$ cat config.mk
export PLATFORM = sky130hd
export DESIGN_NAME = mul_seq_ctrl
export DESIGN_NICKNAME = d
export VERILOG_FILES = /design/src/rtl/mul_seq_ctrl.sv
export SDC_FILE = /design/constraint.sdc
export NUM_CORES = 1
export LEC_CHECK = 0
export ABC_CLOCK_PERIOD_IN_PS = 1850
export CORE_AREA = 8 8 172 174
export CTS_CLUSTER_SIZE = 8
export DETAILED_ROUTE_END_ITERATION = 12
export DIE_AREA = 0 0 180 182
export HOLD_SLACK_MARGIN = 0.15
export PLACE_DENSITY = 0.71
export SLEW_MARGIN = 5
export SYNTH_ARGS = -nofsm -noshare
export SYNTH_HDL_FRONTEND = slang
export SYNTH_SLANG_ARGS = --single-unit
$ cat constraint.sdc
create_clock -name clk_i -period 1.85 [get_ports clk_i]
set_clock_uncertainty 0.15 [all_clocks]
set_input_delay 0.185 -clock clk_i [delete_from_list [all_inputs] [get_ports clk_i]]
set_output_delay 0.185 -clock clk_i [all_outputs]
set_load 0.05 [all_outputs]
$ cat src/rtl/mul_seq_ctrl.sv
// rtl/mul_seq_ctrl.sv - sequencing front end for the multicycle radix-4 Booth multiplier core
//
// Accepts one RV64M multiply request, formats and holds the operands for the
// booth2_mul core, keeps the core's valid high for its whole iteration, then
// formats the 128-bit product and returns it over a valid/ready response.
// A kill while the core is counting drains the core before going idle.
//
// Ports:
//   clk_i, rst_i                   clock, synchronous active-high reset
//   req_valid_i / req_ready_o      request handshake
//   req_op_i                       000 MUL, 001 MULH, 010 MULHSU, 011 MULHU, 100 MULW, others MUL
//   req_rs1_i, req_rs2_i           64-bit operands
//   kill_i                         pipeline flush
//   resp_valid_o / resp_ready_i    response handshake
//   resp_data_o                    formatted 64-bit result
//   core_valid_o                   to core valid
//   core_rs1/2_sign_o              to core operand sign-extension bits
//   core_rs1/2_data_o              to core operand data
//   core_ready_i                   from core ready
//   core_result_i                  from core full 128-bit product

module mul_seq_ctrl (
   input  logic         clk_i,
   input  logic         rst_i,
   input  logic         req_valid_i,
   output logic         req_ready_o,
   input  logic [2:0]   req_op_i,
   input  logic [63:0]  req_rs1_i,
   input  logic [63:0]  req_rs2_i,
   input  logic         kill_i,
   output logic         resp_valid_o,
   input  logic         resp_ready_i,
   output logic [63:0]  resp_data_o,
   output logic         core_valid_o,
   output logic         core_rs1_sign_o,
   output logic         core_rs2_sign_o,
   output logic [63:0]  core_rs1_data_o,
   output logic [63:0]  core_rs2_data_o,
   input  logic         core_ready_i,
   input  logic [127:0] core_result_i
);

   localparam logic [1:0] ST_IDLE  = 2'd0;
   localparam logic [1:0] ST_BUSY  = 2'd1;
   localparam logic [1:0] ST_DRAIN = 2'd2;
   localparam logic [1:0] ST_DONE  = 2'd3;

   // Result selection, decoded once at accept so the op code need not be kept.
   localparam logic [1:0] SEL_LO = 2'd0;
   localparam logic [1:0] SEL_HI = 2'd1;
   localparam logic [1:0] SEL_W  = 2'd2;

   logic [1:0]  state_q, state_d;
   logic [1:0]  sel_q, sel_d;
   logic [63:0] rs1_q, rs1_d;
   logic [63:0] rs2_q, rs2_d;
   logic        sign1_q, sign1_d;
   logic        sign2_q, sign2_d;
   logic [63:0] result_q, result_d;
   logic        load_ops;
   logic        load_res;

   // Operand formatting from the raw request.
   always_comb begin
      rs1_d   = req_rs1_i;
      rs2_d   = req_rs2_i;
      sign1_d = req_rs1_i[63];
      sign2_d = req_rs2_i[63];
      sel_d   = SEL_LO;
      case (req_op_i)
         3'b001: sel_d = SEL_HI;
         3'b010: begin
            sel_d   = SEL_HI;
            sign2_d = 1'b0;
         end
         3'b011: begin
            sel_d   = SEL_HI;
            sign1_d = 1'b0;
            sign2_d = 1'b0;
         end
         3'b100: begin
            // Word multiply: upper operand halves are don't-care.
            sel_d   = SEL_W;
            rs1_d   = {{32{req_rs1_i[31]}}, req_rs1_i[31:0]};
            rs2_d   = {{32{req_rs2_i[31]}}, req_rs2_i[31:0]};
            sign1_d = req_rs1_i[31];
            sign2_d = req_rs2_i[31];
         end
         default: sel_d = SEL_LO;
      endcase
   end

   // Result formatting from the core product.
   always_comb begin
      result_d = core_result_i[63:0];
      case (sel_q)
         SEL_HI:  result_d = core_result_i[127:64];
         SEL_W:   result_d = {{32{core_result_i[31]}}, core_result_i[31:0]};
         default: result_d = core_result_i[63:0];
      endcase
   end

   always_comb begin
      state_d  = state_q;
      load_ops = 1'b0;
      load_res = 1'b0;
      case (state_q)
         ST_IDLE: begin
            if (req_valid_i && !kill_i) begin
               state_d  = ST_BUSY;
               load_ops = 1'b1;
            end
         end
         ST_BUSY: begin
            if (core_ready_i) begin
               // Core finishes on this edge anyway, so a kill needs no drain.
               state_d  = kill_i ? ST_IDLE : ST_DONE;
               load_res = !kill_i;
            end else if (kill_i) begin
               state_d = ST_DRAIN;
            end
         end
         ST_DRAIN: begin
            // Keep valid high so the core's counter runs out and self-clears.
            if (core_ready_i) begin
               state_d = ST_IDLE;
            end
         end
         ST_DONE: begin
            if (kill_i || resp_ready_i) begin
               state_d = ST_IDLE;
            end
         end
         default: state_d = ST_IDLE;
      endcase
   end

   always_ff @(posedge clk_i) begin
      if (rst_i) begin
         state_q  <= ST_IDLE;
         sel_q    <= SEL_LO;
         rs1_q    <= 64'd0;
         rs2_q    <= 64'd0;
         sign1_q  <= 1'b0;
         sign2_q  <= 1'b0;
         result_q <= 64'd0;
      end else begin
         state_q <= state_d;
         if (load_ops) begin
            sel_q   <= sel_d;
            rs1_q   <= rs1_d;
            rs2_q   <= rs2_d;
            sign1_q <= sign1_d;
            sign2_q <= sign2_d;
         end
         if (load_res) begin
            result_q <= result_d;
         end
      end
   end

   assign req_ready_o     = (state_q == ST_IDLE);
   assign resp_valid_o    = (state_q == ST_DONE);
   assign resp_data_o     = result_q;
   assign core_valid_o    = (state_q == ST_BUSY) || (state_q == ST_DRAIN);
   assign core_rs1_sign_o = sign1_q;
   assign core_rs2_sign_o = sign2_q;
   assign core_rs1_data_o = rs1_q;
   assign core_rs2_data_o = rs2_q;

endmodule

Yosys cells after proc, flatten, opt, wreduce, memory -nomap -nowiden
Index checks and enable logic that the tools add are counted.
- flip-flop bits (word level): 198
- logic and storage cells: 45
- input bits: 265
- output and inout bits: 197
- mux-type cells: 17
- eq/ne operators: 13
- reductions and logical operators: 8
- operators by type and width (operator ; number):
    64-bit 2-to-1 mux ; 2
    64-bit one-hot mux with 2 select lines ; 1
    2-bit 2-to-1 mux ; 6
    2-bit one-hot mux with 4 select lines ; 1
    2-bit equality test, second input constant ; 3
    3-bit by 2-bit equality test with 1-bit output, second input constant ; 2
    2-bit by 1-bit equality test with 1-bit output, second input constant ; 2
    1-bit 2-to-1 mux ; 4
    2-bit by 1-bit != test with 1-bit output, second input constant ; 2
    1-bit one-hot mux with 2 select lines ; 2
    2-bit one-hot mux with 2 select lines ; 1
    4-bit AND reduction ; 1
    3-bit by 1-bit equality test with 1-bit output, second input constant ; 1
    3-bit equality test, second input constant ; 1
    3-bit != test, second input constant ; 1
    3-bit OR reduction ; 1
    2-bit zero test ; 1
    1-bit logical OR ; 2
    2-bit != test, second input constant ; 1
    2-bit OR reduction ; 1
    1-bit logical AND ; 1
    1-bit zero test ; 1

Longest topological paths before layout
Gate-level depths: netlist of run 1.
- word-level depth: 4
- gate-level depth with buffers: 8
- depth with buffers taken out: 6

Worst setup path before layout of run 1
OpenSTA, ideal clock, no wires.
- path kind: flip-flop to flip-flop
- start point: register state_q[0]
- end point: register sel_q[0]
- setup slack: -0.127 ns
- arrival: 1.699 ns
- setup time: 0.128 ns
- cell stages (with the launch flop): 9
- data required time: 1.572 ns
- cells stage by stage: dfxtp_1 inv_1 ha_1 nand3b_1 buf_2 buf_2 buf_2 a21oi_1 nor2_1
- longest elaborated chain between the ends: 2
- RTL lines (what ; line ; RTL):
    start: declaration ; 53 ; logic [1:0] state_q, state_d;
    start signal: assignment ; 148 ; state_q <= state_d;
    2-bit zero test ; - ;
    named net req_ready_o ; 26 ; output logic req_ready_o,
    1-bit 2-to-1 mux ; 107 ; case (state_q)
    end signal: assignment ; 150 ; sel_q <= sel_d;
    end: declaration ; 54 ; logic [1:0] sel_q, sel_d;
The timed path passes the listed nets, and every way through them passes these cells.
A chain may end at the register's enable or synchronous reset.

Worst setup path after layout of run 1
- start point: register sel_q[0]
- end point: register result_q[39], in the netlist resp_data_o[39]
- longest elaborated chain between the ends: 2
- elaborated cells between the ends (all ways): 3
- RTL lines (what ; line ; RTL):
    2-bit equality test or 2-bit by 1-bit equality test with 1-bit output (tied branches) ; 96 ; case (sel_q)
    64-bit one-hot mux with 2 select lines (*) ; 96 ;
    end signal: assignment ; 157 ; result_q <= result_d;
    end: declaration ; 59 ; logic [63:0] result_q, result_d;
Mark *: on every way between the ends. The rest lies on a longest branch, timed or not.

==> impl_metrics.env, run 1 <==
export IMPL_outcome="complete, no violations"
export IMPL_critical_path_peak_fanout=19
export IMPL_hold_viol=0
export IMPL_finalCritPeriodShare_pct=99.3
export IMPL_synth_instances=944
export IMPL_placed_cell_area_um2=13000
export IMPL_crit_reg2reg_launch="sel_q[0]"
export IMPL_grt_pass1_wl_mm=51.0
export IMPL_static_leakage_power_nw=5.74
export IMPL_hpwlAfterDp_mm=25.0
export IMPL_clk_insertion_delay_late_ns=0.42
export IMPL_first_pass_iters=5
export IMPL_synth_most_common_cell="dfxtp_1"
export IMPL_root_buffer="clkbuf_16"
export IMPL_globalplace_congestion=0.835
export IMPL_top_level_pins=462
export IMPL_wl_per_cell_um=18.5
export IMPL_design_core_area_um2=26700
export IMPL_design_area_um2=14200
export IMPL_critPathCapture="resp_data_o[39]"
export IMPL_fmax_mhz=544
export IMPL_fill_cells=2454
export IMPL_worst_setup_path_startpoint="sel_q[0]"
export IMPL_cts_num_sinks=198
export IMPL_timing_max_slew_rel_slack_pct=64.3
export IMPL_num_nets_final=1718
export IMPL_number_of_h_tree_levels=4
export IMPL_total_standard_cell_area_after_synthesis_um2=7960
export IMPL_grt_start_max_net_pins=69
export IMPL_hold_path_class="input port to flip-flop"
export IMPL_timing_hold_worst_path_depth=3
export IMPL_flow_area_growth_from_synthesis_pct=78.3
export IMPL_critical_path_depth=9
export IMPL_vias=8752
export IMPL_synth_ff_type="dfxtp_1"
export IMPL_synth_sequential_area_ratio_pct=49.8
export IMPL_path_cells="inv_1, ha_4, buf_6, nor2b_4, buf_12, buf_12, buf_4, a221oi_2, nor3_1"
export IMPL_setup_reg_to_reg_worst_slack_ns=0.01
export IMPL_buffer_ports_inserted=461
export IMPL_max_slew_worst_pin_slew_ns=0.538
export IMPL_clkSlewWorstSetupHoldPaths_ns=0.08
export IMPL_final_seq_area_um2=3970
export IMPL_postRouteAntennaNets=0
export IMPL_number_of_synthesized_flops_with_an_enable_pin=0
export IMPL_timing_critical_path_max_delay_family="buffers and inverters"
export IMPL_totalWireLength_mm=33.4
export IMPL_r2r_worst_path_cells=9
export IMPL_cpMaxStageDelayCell="dfxtp_2"
export IMPL_tritoncts="yes"
export IMPL_timing_critical_path_to_type="flip-flop"
export IMPL_drt_first_iter_violations=497
export IMPL_synthesis_nets=1216
export IMPL_grt_overflow_total=0
export IMPL_number_of_buffers_added_by_the_clock_tree_synthesis_step=17
export IMPL_max_cap_violations=0
export IMPL_ys_top_cells_by_area="dfxtp_1 (50%), a211oi_1 (8.0%), nor2_1 (7.0%)"
export IMPL_setup_violations=0
export IMPL_via_per_inst=4.86
export IMPL_ir_drop_v=0.000528
export IMPL_netlist_cell_type_count=30
export IMPL_final_max_slew_violation_count=0
export IMPL_route_detailed_drc=0
export IMPL_post_layout_min_period_ns=1.84
export IMPL_ctsLongestPathBuffers=2
export IMPL_synth_ff_latch_count=198
export IMPL_antenna_violations_before_repair=3
export IMPL_worstSetupPathType="flip-flop to flip-flop"
export IMPL_cpMostUsedCell="buf_12"
export IMPL_crit_path_start_kind="flip-flop"
export IMPL_synth_largest_type_area_fraction_pct=49.8
export IMPL_multi_input_comb_area_um2=3620
export IMPL_pwr_density_cell_nw_per_um2=923
export IMPL_buffers_and_inverters_on_the_worst_path=5
export IMPL_fp_row_count=60
export IMPL_vias_in_the_first_global_route=8791
export IMPL_crit_reg2reg_capture="resp_data_o[39]"
export IMPL_postSynth_asyncResetShare_pct=0
export IMPL_grt_total_usage_pct=19.5
export IMPL_setup_repair_after_global_routing_missed_its_margin="yes"
export IMPL_layout_core_utilization_pct=53.2
export IMPL_die_height_um=182
export IMPL_synth_largest_area_cell="dfxtp_1"
export IMPL_yosys_warnings=0
export IMPL_postSynthAreaPerCell_um2=8.43
export IMPL_timing_critical_path_arrival_ns=1.99
export IMPL_die_width_um=180
export IMPL_netlist_top_cells_count="dfxtp_1 (198), nor2_1 (148), nand2_1 (144), nor3_1 (95), a211oi_1 (85)"
export IMPL_floorplan_initialDensity_pct=29.9
export IMPL_final_layout_size_suffix_gt1_share_pct=20.5
export IMPL_cp_slowest_stage_delay_ns=0.33
export IMPL_required_worst_endpoint_ns=2.00
export IMPL_fp_dieArea_um2=32800
## layout by cell type (no fill, tap or decap), drive strengths merged
cell,count
or3b,1
and2b,1
a221oi,21
clkdlybuf4s50,263
a22o,1
dfxtp,198
dlygate4sd2,52
nand2,144
dlygate4sd3,48
inv,14
clkinv,4
nor3,95
bufinv,1
or2,1
a21oi,71
and4bb,2
a22oi,33
a211oi,106
buf,215
a21o,1
nand3,1
or4,1
ha,7
and3b,1
diode,2
nand2b,2
nand3b,2
nor2,148
nor2b,1
o31ai,2
or3,2
clkbuf,20
## kinds of logic after synthesis
logic type               count (synthesis)  share of synthesized area [%]
flip-flops                             198                           49.8
AO/OA/AOI/OAI                          235                           21.6
buffers and inverters                  102                           6.29
adder cells (fa/ha/maj)                  7                           1.10
AND/OR/NAND/NOR                        402                           21.2
## state kept, by name (all words and copies together), names as in the netlist
name / cells
sel_q: 2
core_rs1_data_o: 64
core_rs2_sign_o: 1
resp_data_o: 64
core_rs1_sign_o: 1
core_rs2_data_o: 64
state_q: 2
## report_power, final
group	internal, mW	total [mW]	switching, mW
Clock	1.98	3.83	1.85
Combinational	1.72	4.39	2.67
Sequential	4.66	4.88	0.218
Total	8.36	13.1	4.74
## what timing repair did
action | in CTS | in global routing
cloned | 1 | 1
hold endpoints to repair | 87 | 0
gates resized for setup | 64 | 17
hold buffers | 48 | 0
setup buffers | 1 | 2
endpoints found under the setup margin | 89 | 31
pin swaps | 7 | 2
## metrics by stage
stage               setup slack, ns  cells  total power, mW  hold WS, ns  TNS (ns)
finish                       0.0122   1802             13.1        0.181         0
global route                -0.0479   1802             13.7        0.172   -0.0747
CTS                         0.00908   1798             13.2        0.152         0
detailed placement           -0.307   1716             9.29        0.296    -17.81
global placement             -0.273   1716             9.26        0.291    -13.91
floorplan                    0.0116    944             7.40        0.171         0
## how the worst min path moves through the flow
| stage | to | from | slack [ns] |
|---|---|---|---|
| after floorplan | core_rs1_data_o[0] | req_rs1_i[0] | 0.17 |
| after global placement | core_rs1_data_o[15] | core_rs1_data_o[15] | 0.29 |
| after detailed placement | core_rs1_data_o[15] | core_rs1_data_o[15] | 0.30 |
| after CTS | core_rs2_data_o[5] | req_rs2_i[5] | 0.15 |
| after global routing | core_rs1_data_o[31] | req_rs1_i[31] | 0.17 |
| final | core_rs2_data_o[23] | req_rs2_i[23] | 0.18 |
## worst reg2reg max path: cells and delay by family (launching register included)
| family | cells | cell delay (ns) |
|---|---|---|
| compound gates | 1 | 0.22 |
| flops | 1 | 0.33 |
| simple gates | 2 | 0.12 |
| buf+inv | 5 | 0.60 |
| fa+ha+maj | 1 | 0.28 |
## cell type report
| class | instances | share of cell area (%) |
|---|---|---|
| inverter | 6 | 0.159 |
| clock inverter | 13 | 1.11 |
| clock buffer | 19 | 3.12 |
| sequential | 198 | 28.0 |
| tap | 341 | 3.01 |
| antenna | 2 | 0.0353 |
| timing repair buffer | 579 | 39.0 |
| multi-input combinational | 644 | 25.5 |
## layer usage
layer	wire length, um	track usage [%]
met5	0	0
met4	805	6.67
met3	2490	6.21
met2	16400	33.7
met1	13700	22.4
No activity file was read; power rests on OpenSTA's default activity.
==> run 2, diff against run 1 <==
--- a/config.mk
+++ b/config.mk
@@ -12,6 +12,7 @@
 export DIE_AREA = 0 0 180 182
 export HOLD_SLACK_MARGIN = 0.15
 export PLACE_DENSITY = 0.71
+export REMOVE_ABC_BUFFERS = 1
 export SLEW_MARGIN = 5
 export SYNTH_ARGS = -nofsm -noshare
 export SYNTH_HDL_FRONTEND = slang
==> run 2 against run 1 <==
Effect of this change: cell area shrank 0.43%; via count shrank 0.34%; sequential power is essentially flat; first-iteration DRC count shrank 9.9%; flip-flop and latch count is the same; critical path depth shrank 5; hold slack lost 0.0084 ns.
==> impl_metrics.env, run 2 (synthesis gave the netlist of run 1 again) <==
export IMPL_hold_viol=0
export IMPL_via_per_inst=4.85
export IMPL_root_buffer="clkbuf_16"
export IMPL_final_layout_size_suffix_gt1_share_pct=19.9
export IMPL_die_width_um=180
export IMPL_die_height_um=182
export IMPL_num_nets_final=1715
export IMPL_worstSetupPathType="flip-flop to output port"
export IMPL_setup_reg_to_reg_worst_slack_ns=0.08
export IMPL_floorplan_initialDensity_pct=29.9
export IMPL_timing_max_slew_rel_slack_pct=64.9
export IMPL_fin_setup_tns_ns=0
export IMPL_ir_drop_v=0.000453
export IMPL_clk_insertion_delay_late_ns=0.42
export IMPL_post_layout_min_period_ns=1.79
export IMPL_timing_hold_worst_path_depth=3
export IMPL_required_worst_endpoint_ns=1.51
export IMPL_outcome="complete, no violations"
export IMPL_top_level_pins=462
export IMPL_fill_cells=2484
export IMPL_beginning_of_the_worst_hold_path="req_rs1_i[6]"
export IMPL_setup_violations=0
export IMPL_design_core_area_um2=26700
export IMPL_final_seq_area_um2=3970
export IMPL_multi_input_comb_area_um2=3600
export IMPL_buffer_ports_inserted=461
export IMPL_worst_hold_path_endpoint="core_rs1_data_o[6]"
export IMPL_drt_first_iter_violations=448
export IMPL_critical_path_peak_fanout=3
export IMPL_vias=8722
export IMPL_antenna_violations_before_repair=0
export IMPL_grt_start_max_net_pins=64
export IMPL_place_worst_setup_slack_ns=-0.131
export IMPL_crit_reg2reg_launch="sel_q[0]"
export IMPL_fp_dieArea_um2=32800
export IMPL_grt_total_usage_pct=19.6
export IMPL_clkSlewWorstSetupHoldPaths_ns=0.07
export IMPL_fmax_mhz=558
export IMPL_final_cell_mix="clkdlybuf4s50_1 (263), dfxtp_1 (195), buf_4 (181)"
export IMPL_ctsLongestPathBuffers=2
export IMPL_r2r_worst_path_cells=8
export IMPL_finalCritPeriodShare_pct=96.9
export IMPL_pwr_density_cell_nw_per_um2=917
export IMPL_first_pass_iters=5
export IMPL_final_max_slew_violation_count=0
export IMPL_globalplace_congestion=0.799
export IMPL_timing_critical_path_arrival_ns=1.46
export IMPL_fp_row_count=60
export IMPL_totalWireLength_mm=33.7
export IMPL_crit_path_start_kind="flip-flop"
export IMPL_static_leakage_power_nw=5.75
export IMPL_mostFrequentLayoutCell="clkdlybuf4s50_1"
export IMPL_grt_overflow_total=0
export IMPL_vias_in_the_first_global_route=8875
export IMPL_timing_final_ws_setup_ns=0.0581
export IMPL_timing_critical_path_to_type="output port"
export IMPL_tritoncts="yes"
export IMPL_grt_pass1_wl_mm=51.8
export IMPL_route_detailed_drc=0
export IMPL_crit_reg2reg_capture="resp_data_o[22]"
export IMPL_max_slew_worst_pin_slew_ns=0.528
export IMPL_cts_num_sinks=198
export IMPL_wl_per_cell_um=18.7
export IMPL_max_cap_violations=0
export IMPL_postRouteAntennaNets=0
export IMPL_hold_path_class="input port to flip-flop"
export IMPL_number_of_buffers_added_by_the_clock_tree_synthesis_step=17
export IMPL_number_of_h_tree_levels=4
export IMPL_flow_area_growth_from_synthesis_pct=77.5
export IMPL_hpwlAfterDp_mm=25.1
-- run 2: cell types whose count changed in the layout (fill, tap and decap cells not counted), moves of 4 or more --
cell | previous run | this run
dlygate4sd3_1 | 48 | 37
buf_4 | 187 | 181
buf_6 | 2 | 6
a22oi_2 | 4 | 0
dlygate4sd2_1 | 52 | 62
a22oi_1 | 29 | 33
-- run 2: critical path, cell delays in order (launching register included) --
cell and delay (ns):
dfxtp_2 0.36, inv_2 0.06, buf_4 0.13, ha_1 0.33, buf_12 0.16
-- run 2: area by class of cell --
class / instances / area share [%]
Antenna cell: 1 / 0.0177
Inverter: 6 / 0.177
Timing Repair Buffer: 576 / 39.1
Sequential cell: 198 / 28.1
Multi-Input combinational cell: 644 / 25.5
Clock buffer: 19 / 3.14
Tap cell: 341 / 3.02
Clock inverter: 13 / 0.965
-- run 2: power breakdown --
| group | switching (mW) | leakage (nW) | internal [mW] |
|---|---|---|---|
| clock network | 1.86 | 0.283 | 1.85 |
| logic | 2.66 | 3.85 | 1.72 |
| registers | 0.213 | 1.62 | 4.66 |
| total | 4.73 | 5.75 | 8.23 |
-- run 2: repair_timing --
item	4_1_cts	5_1_grt
gates cloned	1	2
setup endpoints to repair	85	141
setup buffers	5	3
endpoints found under the hold margin	59	0
pin swaps	2	3
hold buffers	38	0
gates resized for setup	71	17
-- run 2: how the worst max path moves through the flow --
stage               depth (start not counted)        start  slack (ns)                   to
floorplan                                   5   state_q[0]       -3.76  core_rs2_data_o[63]
global placement                            5  req_op_i[2]       -0.08  core_rs2_data_o[49]
detailed placement                          5  req_op_i[2]       -0.13  core_rs2_data_o[38]
CTS                                         7   state_q[1]       0.004  core_rs2_data_o[38]
global route                                7   state_q[1]      -0.007      core_rs2_sign_o
finish                                      4   state_q[0]        0.06         core_valid_o
-- run 2: per-stage QoR --
step                instances  instance area [um^2]  hold slack, ns  util (%)  power [mW]
floorplan                 848                  7480           0.104         -        7.36
global placement         1716                 13000           0.291      48.7        9.24
detailed placement       1716                 13000           0.298      48.7        9.29
CTS                      1792                 14000           0.150      52.4        13.1
global route             1797                 14100           0.156      53.0        13.6
finish                   1798                 14100           0.172      53.0        13.0
-- run 2: routing by layer --
| layer | global-route usage (%) | vias up | wire length (um) |
|---|---|---|---|
| li1 | - | 4300 | - |
| met2 | 35.0 | 376 | 16900 |
| met4 | 4.43 | 0 | 460 |
| met5 | 0 | - | 0 |
| met1 | 22.0 | 4022 | 13500 |
| met3 | 7.07 | 24 | 2830 |
==> run 3, diff against run 2 <==
--- a/config.mk
+++ b/config.mk
@@ -5,13 +5,14 @@
 export SDC_FILE = /design/constraint.sdc
 export NUM_CORES = 1
 export LEC_CHECK = 0
-export ABC_CLOCK_PERIOD_IN_PS = 1850
-export CORE_AREA = 8 8 172 174
+export ABC_CLOCK_PERIOD_IN_PS = 2250
+export CORE_AREA = 8 8 173 175
 export CTS_CLUSTER_SIZE = 8
 export DETAILED_ROUTE_END_ITERATION = 12
-export DIE_AREA = 0 0 180 182
+export DIE_AREA = 0 0 181 183
+export GPL_TIMING_DRIVEN = 0
 export HOLD_SLACK_MARGIN = 0.15
-export PLACE_DENSITY = 0.71
+export PLACE_DENSITY = 0.68
 export REMOVE_ABC_BUFFERS = 1
 export SLEW_MARGIN = 5
 export SYNTH_ARGS = -nofsm -noshare
==> constraint.sdc (replaced) <==
create_clock -name clk_i -period 2.25 [get_ports clk_i]
set_clock_uncertainty 0.15 [all_clocks]
set_input_delay 0.225 -clock clk_i [delete_from_list [all_inputs] [get_ports clk_i]]
set_output_delay 0.225 -clock clk_i [all_outputs]
set_load 0.05 [all_outputs]
==> run 3 against run 2 <==
Effect of this change: wire length is 3.3% lower; first-iteration DRC count fell by 2.5%; clock power decreased by 17%; sequential power is 18% lower; critical path type is now flip-flop to flip-flop; hold slack better by 0.018 ns; largest power group unchanged; cell area is 3.6% lower; critical endpoint is now resp_data_o[52].
==> impl_metrics.env, run 3 (synthesis gave the netlist of run 1 again) <==
export IMPL_hold_viol=0
export IMPL_timing_critical_path_max_delay_family="simple AND/OR/NAND/NOR gates"
export IMPL_antenna_diode_count=0
export IMPL_vias=8339
export IMPL_finalCritPeriodShare_pct=96.0
export IMPL_critPathCapture="resp_data_o[52]"
export IMPL_fill_cells=2625
export IMPL_final_max_slew_violation_count=0
export IMPL_vias_in_the_first_global_route=8167
export IMPL_number_of_h_tree_levels=4
export IMPL_pwr_density_cell_nw_per_um2=776
export IMPL_grt_pass1_wl_mm=48.5
export IMPL_route_detailed_drc=0
export IMPL_fp_row_count=61
export IMPL_max_cap_violations=0
export IMPL_fp_dieArea_um2=33100
export IMPL_ctsLongestPathBuffers=2
export IMPL_first_pass_iters=4
export IMPL_grt_start_max_net_pins=126
export IMPL_worst_setup_path_startpoint="sel_q[0]"
export IMPL_finalHoldWorstSlack_ns=0.190
export IMPL_antenna_violations_before_repair=3
export IMPL_buffer_ports_inserted=461
export IMPL_outcome="complete, no violations"
export IMPL_fmax_mhz=463
export IMPL_setup_repair_after_global_routing_missed_its_margin="yes"
export IMPL_multi_input_comb_area_um2=3580
export IMPL_worstSetupPathType="flip-flop to flip-flop"
export IMPL_critical_path_peak_fanout=32
export IMPL_fin_setup_tns_ns=0
export IMPL_max_slew_worst_pin_slew_ns=1.07
export IMPL_setup_violations=0
export IMPL_globalplace_congestion=0.786
export IMPL_critical_path_depth=6
export IMPL_cts_num_sinks=198
export IMPL_hpwlAfterDp_mm=24.3
export IMPL_hold_path_class="input port to flip-flop"
export IMPL_final_seq_area_um2=3960
export IMPL_timing_critical_path_to_type="flip-flop"
export IMPL_grt_total_usage_pct=18.5
export IMPL_crit_path_start_kind="flip-flop"
export IMPL_final_cell_mix="clkdlybuf4s50_1 (457), dfxtp_1 (198), nor2_1 (147)"
export IMPL_flow_area_growth_from_synthesis_pct=71.1
export IMPL_cpMaxStageDelayCell="ha_4"
export IMPL_totalWireLength_mm=32.5
export IMPL_grt_overflow_total=0
export IMPL_r2r_worst_path_cells=6
export IMPL_clkSlewWorstSetupHoldPaths_ns=0.08
export IMPL_path_cells="inv_1, ha_4, nand3b_1, nand2_8, a221oi_1, nor3_1"
export IMPL_top_level_pins=462
export IMPL_timing_max_slew_rel_slack_pct=28.4
export IMPL_crit_reg2reg_launch="sel_q[0]"
export IMPL_floorplan_initialDensity_pct=29.1
export IMPL_static_leakage_power_nw=4.80
export IMPL_timing_critical_path_arrival_ns=2.32
export IMPL_cp_slowest_stage_delay_ns=0.49
export IMPL_tritoncts="yes"
export IMPL_timing_hold_worst_path_depth=3
export IMPL_num_nets_final=1626
export IMPL_die_width_um=181
export IMPL_drt_first_iter_violations=437
export IMPL_buffers_and_inverters_on_the_worst_path=1
export IMPL_postRouteAntennaNets=0
export IMPL_ir_drop_v=0.000381
export IMPL_required_worst_endpoint_ns=2.41
export IMPL_final_layout_size_suffix_gt1_share_pct=6.44
export IMPL_place_detailed_instances=1671
export IMPL_via_per_inst=4.87
export IMPL_post_layout_nonfiller_instances=1713
export IMPL_number_of_buffers_added_by_the_clock_tree_synthesis_step=17
export IMPL_die_height_um=183
export IMPL_setup_reg_to_reg_worst_slack_ns=0.09
export IMPL_post_layout_min_period_ns=2.16
export IMPL_clk_insertion_delay_late_ns=0.42
export IMPL_wl_per_cell_um=19.0
export IMPL_layout_core_utilization_pct=49.8
export IMPL_crit_reg2reg_capture="resp_data_o[52]"
export IMPL_design_core_area_um2=27300
export IMPL_root_buffer="clkbuf_16"
export IMPL_mostFrequentLayoutCell="clkdlybuf4s50_1"
[run 3: cell types whose count changed in the layout (fill, tap and decap cells not counted), sizes merged]
cell           change
dlymetal6s2s       +1
clkdlybuf4s50    +194
clkbuf             +1
dlygate4sd2       -60
dlygate4sd3       -36
buf              -188
inv                -2
bufinv             +1
diode              -1
and3b              +1
clkinv             -2
nor2b              +1
[run 3: what timing repair did]
action / in CTS / in global routing
buffers inserted: 2 / 5
gates cloned: 2 / 0
endpoints found under the setup margin: 66 / 60
hold buffers: 1 / 0
endpoints found under the hold margin: 71 / 0
gates resized for setup: 9 / 3
pin swaps: 2 / 3
[run 3: layout make-up]
class / instances / share of cell area [%]
Timing Repair Buffer: 485 / 37.0
Sequential cell: 198 / 29.1
Multi-Input combinational cell: 646 / 26.3
Clock buffer: 22 / 3.41
Tap cell: 346 / 3.18
Clock inverter: 10 / 0.827
Inverter: 6 / 0.165
[run 3: power breakdown]
| part | switching [mW] | leakage [nW] | internal (mW) | total (mW) |
|---|---|---|---|---|
| Sequential | 0.158 | 1.62 | 3.83 | 3.99 |
| Clock | 1.44 | 0.280 | 1.62 | 3.07 |
| Combinational | 2.14 | 2.90 | 1.36 | 3.50 |
[run 3: metal layers]
metal  vias to the layer above  wire, um  global-route usage (%)
met5                         -        35                       0
met4                         6       625                    5.12
met3                        38      2890                    7.18
met2                       352     16200                    32.8
met1                      3817     12800                    20.5
li1                       4126         -                       -
[run 3: stage by stage]
stage          setup WS [ns]  area, um^2  total power, mW
2_1_floorplan          -3.36        7480             6.05
3_3_place_gp           -6.79       12500             7.57
3_5_place_dp           -1.10       12900             7.56
4_1_cts              0.00470       13600             10.7
5_1_grt              -0.0434       13600             11.1
6_report              0.0898       13600             10.6
[run 3: worst min-delay path by stage]
stage	endpoint	slack, ns	from
finish	core_rs2_data_o[18]	0.19	req_rs2_i[18]
global route	core_rs2_data_o[2]	0.18	req_rs2_i[2]
CTS	core_rs2_data_o[16]	0.16	req_rs2_i[16]
detailed placement	core_rs2_data_o[13]	0.30	core_rs2_data_o[13]
global placement	core_rs1_data_o[28]	0.29	core_rs1_data_o[28]
floorplan	core_rs1_data_o[0]	0.14	rst_i
[run 3: tightest hold or removal path, stage by stage]
cell,delay [ns]
clkdlybuf4s50_1,0.39
nand2_1,0.06
a21oi_1,0.05
